===== src/rtl/elevator_ctrl.sv =====
// Three-floor SCAN elevator controller: latches debounced button edges, moves one floor per
// travel interval, holds the door open at requested floors. Optional macro: ELEV_DOOR_HOLD_EN.
module elevator_ctrl #(
  parameter int unsigned TRAVEL_CYCLES = 50_000_000,
  parameter int unsigned DOOR_CYCLES   = 100_000_000
) (
  input  logic       clk,
  input  logic       rst,
  input  logic [2:0] btn,
  output logic [1:0] floor,
  output logic [2:0] pending,
  output logic       moving_up,
  output logic       moving_down,
  output logic       door_open
);

  typedef enum logic [1:0] {IDLE, UP, DOWN, DOOR} state_t;

  localparam logic [31:0] TRAVEL_LOAD = 32'(TRAVEL_CYCLES - 1);
  localparam logic [31:0] DOOR_LOAD   = 32'(DOOR_CYCLES - 1);

  state_t      state, state_nxt;
  logic [31:0] timer, timer_nxt;
  logic [1:0]  floor_nxt;
  logic        last_dir, last_dir_nxt;
  logic [2:0]  btn_q, rise, here, clr, set, above, below;
  logic        hold;

  assign rise = btn & ~btn_q;
  assign here = 3'b001 << floor;

  always_comb begin
    above = 3'b000;
    below = 3'b000;
    case (floor)
      2'd0:    above = pending & 3'b110;
      2'd1:    begin above = pending & 3'b100; below = pending & 3'b001; end
      default: below = pending & 3'b011;
    endcase
  end

`ifdef ELEV_DOOR_HOLD_EN
  assign hold = (state == DOOR) && |(rise & here);
`else
  assign hold = 1'b0;
`endif

  // A press at the current floor while the door is open never re-latches a request.
  assign set = (state == DOOR) ? (rise & ~here) : rise;

  always_comb begin
    state_nxt    = state;
    timer_nxt    = timer;
    floor_nxt    = floor;
    last_dir_nxt = last_dir;
    clr          = 3'b000;
    case (state)
      IDLE: begin
        if (|(pending & here)) begin
          state_nxt = DOOR;
          timer_nxt = DOOR_LOAD;
          clr       = here;
        end else if (last_dir && |above) begin
          state_nxt = UP;
          timer_nxt = TRAVEL_LOAD;
        end else if (|below) begin
          state_nxt    = DOWN;
          timer_nxt    = TRAVEL_LOAD;
          last_dir_nxt = 1'b0;
        end else if (|above) begin
          state_nxt    = UP;
          timer_nxt    = TRAVEL_LOAD;
          last_dir_nxt = 1'b1;
        end
      end
      UP: begin
        if (timer == 32'd0) begin
          floor_nxt = floor + 2'd1;
          state_nxt = IDLE;
        end else begin
          timer_nxt = timer - 32'd1;
        end
      end
      DOWN: begin
        if (timer == 32'd0) begin
          floor_nxt = floor - 2'd1;
          state_nxt = IDLE;
        end else begin
          timer_nxt = timer - 32'd1;
        end
      end
      DOOR: begin
        if (hold) begin
          timer_nxt = DOOR_LOAD;
        end else if (timer == 32'd0) begin
          state_nxt = IDLE;
        end else begin
          timer_nxt = timer - 32'd1;
        end
      end
      default: state_nxt = IDLE;
    endcase
  end

  always_ff @(posedge clk or posedge rst) begin
    if (rst) begin
      state    <= IDLE;
      timer    <= 32'd0;
      floor    <= 2'd0;
      last_dir <= 1'b1;
      btn_q    <= 3'b000;
      pending  <= 3'b000;
    end else begin
      state    <= state_nxt;
      timer    <= timer_nxt;
      floor    <= floor_nxt;
      last_dir <= last_dir_nxt;
      btn_q    <= btn;
      pending  <= (pending | set) & ~clr;
    end
  end

  assign moving_up   = (state == UP);
  assign moving_down = (state == DOWN);
  assign door_open   = (state == DOOR);

endmodule

===== config.mk =====
export PLATFORM = sky130hd
export DESIGN_NAME = elevator_ctrl
export DESIGN_NICKNAME = d
export VERILOG_FILES = /design/src/rtl/elevator_ctrl.sv
export SDC_FILE = /design/constraint.sdc
export NUM_CORES = 1
export LEC_CHECK = 0
export CAP_MARGIN = 10
export CORE_MARGIN = 3
export CORE_UTILIZATION = 35
export DETAILED_ROUTE_END_ITERATION = 16
export PLACE_DENSITY = 0.61
export SYNTH_ARGS = -nofsm -noshare
export SYNTH_HDL_FRONTEND = slang
export SYNTH_SLANG_ARGS = --single-unit

===== constraint.sdc =====
create_clock -name clk -period 4.8 [get_ports clk]
set_input_delay 0.48 -clock clk [delete_from_list [all_inputs] [get_ports clk]]
set_output_delay 0.48 -clock clk [all_outputs]
set_load 0.02 [all_outputs]

======== Word-level counts from Yosys, hierarchy flattened ========
Cells that the tools add are included.
cells by class
  multiplexer cells ....................... 22
  equal/unequal tests ..................... 9
  shift operators ......................... 1
  reduce and logical (&&, ||, !) cells .... 14
  add/subtract/negate cells ............... 3
  bitwise gates (word level) .............. 10
operator list
  operator                                             number
  two-way mux 32 bit                                   5
  one-hot mux 32 bit (2 select lines)                  1
  zero test 32 bit                                     1
  subtractor 32 x 1 -> 32 bit, second input constant   1
  two-way mux 2 bit                                    7
  AND 3 bit                                            4
  one-hot mux 2 bit (2 select lines)                   3
  OR reduction 3 bit                                   4
  two-way mux 3 bit                                    3
  NOT 3 bit                                            3
  != test 2 x 1 -> 1 bit, second input constant        3
  one-hot mux 3 bit (2 select lines)                   1
  != test 5 bit, second input constant                 1
  equality test 2 x 1 -> 1 bit, second input constant  2
  equality test 2 bit, second input constant           2
  zero test 2 bit                                      2
  AND reduction 2 bit                                  2
  AND reduction 4 bit                                  1
  nonzero test 2 bit                                   2
  OR 3 bit                                             1
  AND reduction 3 bit                                  1
  << shifter 1 x 2 -> 3 bit, first input constant      1
  adder 2 x 1 -> 2 bit, second input constant          1
  two-way mux 1 bit                                    2
  4 further kinds                                      5
word-level totals
  output and inout port bits .............. 8
  register bits ........................... 43
  word-level logic and storage cells ...... 65

======== Longest topological paths before layout ========
  depth in word-level cells ............... 8
  depth in mapped cells ................... 9
  depth with buffers taken out ............ 7

======== Worst setup path after synthesis ========
Ideal clock, no wire load.
  kind .................................... register -> register
  start point ............................. register floor[1]
  end point ............................... register timer[30]
  data required time ...................... 4.704 ns
  arrival ................................. 2.666 ns
  path slack .............................. 2.038 ns
  stages on the path, launching flop included .. 9
  buffers on the path ..................... 1
  period minus slack after synthesis ...... 2.762 ns
  library setup time ...................... 0.096 ns
  cells stage by stage .................... dfrtp_1 inv_1 ha_1 a222oi_1 nand2_1 nor3_1 clkbuf_1 o311ai_0 o31ai_1
on the way
  longest elaborated chain between the ends .. 7
  elaborated cells on any way between the ends .. 16
RTL lines
  element                                                                                   RTL line    source
  start, declared                                                                           10          output logic [1:0] floor,
  start signal, assigned                                                                    116         floor <= floor_nxt;
  equality test 2 x 1 -> 1 bit or zero test 2 bit (tied branches)                           35          case (floor)
  one-hot mux 2 bit (2 select lines) or one-hot mux 3 bit (2 select lines) (tied branches)  35
  OR reduction 3 bit, on equally long branches                                              66, 63, 70
  two-way mux 32 bit or logical AND 1 bit (tied branches)                                   66, 63
  two-way mux 32 bit                                                                        63          end else if (last_dir && |above) begin
  two-way mux 32 bit                                                                        59          if (|(pending & here)) begin
  one-hot mux 32 bit (2 select lines)                                                       57          case (state)
  end signal, assigned                                                                      115         timer <= timer_nxt;
  end, declared                                                                             23          logic [31:0] timer, timer_nxt;
Parallel ways exist; a longest one is shown, timed or not.
A chain may end at the register's enable or synchronous reset.

======== Final worst setup path ========
  start point ............................. register state[0]
  end point ............................... register timer[2]
on the way
  longest elaborated chain between the ends .. 4
  elaborated cells on any way between the ends .. 9
RTL lines
  element                                                              RTL line  source
  start, declared                                                      22        state_t state, state_nxt;
  start signal, assigned                                               114       state <= state_nxt;
  equality test 2 x 1 -> 1 bit or equality test 2 bit (tied branches)  57
  OR reduction 3 bit (no line)                                         --
  != test 2 bit (no line)                                              --
  AND reduction 2 bit (no line)                                        --
Parallel ways exist; a longest one is shown, timed or not.

==> out/summary.txt <==
Status -> finished clean
Clk slew on worst S/H paths -> 80 ps
Cells on worst reg2reg path -> 7
Chip width -> 95.33 um
Worst path arrival time -> 3470 ps
Most common cell after layout, fill and taps aside -> dfrtp_1
Initial Util -> 0.3731
Commonest non-fill, non-tap cells in the layout -> dfrtp_1, nor2_1, nand2_1
End point of the critical path -> timer[2]$_DFFE_PP0P_
Synth area leaders -> dfrtp_1, ha_1, mux2i_1
Post-Syn Nets -> 325
Post-synth EDFFs -> 0
DPL Wire Length -> 4.956 mm
Post-route minimum period -> 3253 ps
CTS Sinks -> 43
Ant diodes -> 0
Clock latency on the worst-skew pair -> 300 ps
Hold-fix buffers, CTS -> 0
Worst EP required -> 5010 ps
Height of the chip -> 95.33 um
Register-to-register setup slack -> 1550 ps
Least-Margin Pin Slew -> 1234 ps
Hold Crit Class -> reg2reg
Maximum VDD drop -> 199.5 uV
Register area share after synthesis -> 0.3858
CTS Root Cell -> clkbuf_8
Routed vias/inst -> 5.995
Clock share of power -> 0.192
Routed metal-1 wirelength -> 3.412 mm
Initial antenna violation count -> 0
Routed Antenna Nets -> 0
Achievable frequency -> 307.4 MHz
R2R Path End -> timer[2]$_DFFE_PP0P_
Yosys reg bits -> 43
Layout cells sized above 1 -> 0.09346
Detailed-route wire length -> 7.089 mm
Final hold vios -> 0
Starting DRC count in detailed routing -> 208
WL/cell -> 16.88 um
P_sw -> 631.6 uW
Core area -> 7486 um2
Filler Cells Inserted -> 737
GPL Wtd Cong -> 0.8445
GRT Overall Usage -> 0.1680
Clk buf depth -> 2
Clock Skew -> 11.22 ps
Global-route wire length before repair -> 11.99 mm
Power Dens Cells -> 497.6 nW/um2
Finished Layout Cells -> 420
Combinational share of power -> 0.424
Setup crit start -> state[0]$_DFFE_PP0P_
Vias -> 2518
R2r startpoint -> state[0]$_DFFE_PP0P_
Max_slew headroom -> 0.1728
Mean post-synth cell area -> 8.951 um2
CP Class -> reg2reg
Final slew viol count -> 0
RSZ-0062 raised after global routing -> false
Fraction of registers with async set or reset after synthesis -> 1.000
Met3 wire length -> 252 um
# Post-CTS Setup Buffers -> 0
Critical path startpoint category -> flop
Fin crit share -> 0.6777
Final net count -> 333
Met2 WL post-DR -> 3.314 mm
Mapped Area -> 2793 um2
Seq pwr share -> 0.384
Design Area, Final -> 3113 um2
Pwr Total -> 1549 uW
Final setup TNS -> 0 ps
Switching part of the total power -> 0.4077
Static Leakage -> 0.001132 uW
Main synth FF type -> dfrtp_1
Cell internal pwr -> 917.6 uW
Remaining global-route overflow -> 0
Post-synth top area cell -> dfrtp_1
Finish-stage setup viols -> 0
Total die area -> 9087 um2
CTS tree -> built
Mapped Cells -> 312
Total number of yosys warnings -> 0
Cell row count -> 31
Max Cap Violations -> 0
Worst setup EP type -> flop
H-tree levels -> 2
Synth-to-layout area growth -> 11.47%
Peak fanout along the critical path -> 20
Num CTS Buffers -> 5
Total iterations of the first detailed-routing run -> 4
Top sig layer -> met4
Number of library cell types mapped by synthesis -> 55
Largest net degree at the start of global routing -> 44
DRC -> 0
Vias in the first global route -> 2330
Post-CTS sizing -> 0
Synth top area share -> 0.3763
Placed inst area -> 2988 um2
Io pins -> 13
Placed Cells -> 411
Number of I/O port buffers -> 12
## cell families (layout without fill, tap and decap cells)
family	after synthesis	in the layout	synth area share
AOI/OAI and AO/OA	74	74	0.1886
xor gates and xnor gates	1	1	0.003137
adders and majority gates	8	8	0.03584
buffers and inverters	34	43	0.05421
DFF	43	43	0.3858
muxes	10	10	0.03584
and+or+nand+nor	142	142	0.2966
## worst min path at each step
stage / slack, ps / cells after the start / start / end
CTS: 500 / 2 / last_dir$_DFFE_PP1P_ / last_dir$_DFFE_PP1P_
global route: 530 / 2 / last_dir$_DFFE_PP1P_ / last_dir$_DFFE_PP1P_
floorplan: 450 / 2 / last_dir$_DFFE_PP1P_ / last_dir$_DFFE_PP1P_
finish: 490 / 2 / last_dir$_DFFE_PP1P_ / last_dir$_DFFE_PP1P_
detailed placement: 480 / 2 / last_dir$_DFFE_PP1P_ / last_dir$_DFFE_PP1P_
global placement: 480 / 2 / last_dir$_DFFE_PP1P_ / last_dir$_DFFE_PP1P_
## power by group through the flow
stage / logic (uW) / clock network, uW / registers, uW
finish: 657 / 298 / 595
global route: 732 / 323 / 615
CTS: 652 / 311 / 591
detailed placement: 648 / 0 / 598
global placement: 639 / 0 / 594
floorplan: 466 / 0 / 575
## synth_stat cells, types with 8 or more instances
master and instances:
mux2i_1 10, o21ai_0 8, and2_1 8, inv_1 17
a31oi_1 13, clkbuf_1 12, nor2_1 23, nand2_1 21
a21oi_1 16, dfrtp_1 42, or3_1 10, nand3_1 11
nor3_1 11, nor4_1 13, ha_1 8
## layer usage
metal,up-vias,track usage
met3,9,0.02447
met1,1251,0.2432
li1,1207,-
met2,51,0.2589
met5,-,0
met4,0,0.04928
## cell type report
class | instances | area [um2] | share of cell area
timing repair buffer | 17 | 157.7 | 0.05064
inverter | 18 | 67.56 | 0.02170
sequential | 43 | 1077 | 0.3461
tap | 99 | 123.9 | 0.03979
clock inverter | 2 | 35.03 | 0.01125
multi-input combinational | 235 | 1569 | 0.5040
clock buffer | 6 | 82.58 | 0.02653
## critical path, cell delays in order (launching register included)
cell and delay [ps]:
dfrtp_1 410, inv_1 110, ha_1 660, clkinv_1 720, a31oi_1 740, buf_4 280
a311oi_2 50, a41oi_1 190
## state kept, by name, indices dropped and copies added (netlist names)
| register | flops |
|---|---|
| last_dir | 1 |
| floor | 2 |
| btn_q | 3 |
| timer | 32 |
| pending | 3 |
| state | 2 |
## stage by stage
stage               hold slack (ps)  utilization  setup WS [ps]
finish                        487.2       0.4158           1547
global route                  532.6       0.4158           1277
CTS                           496.4       0.4148           1410
detailed placement            482.8       0.3991           1464
global placement              476.2       0.3991           1609
floorplan                     452.7            -           2038
No activity file was read; power rests on OpenSTA's default activity.
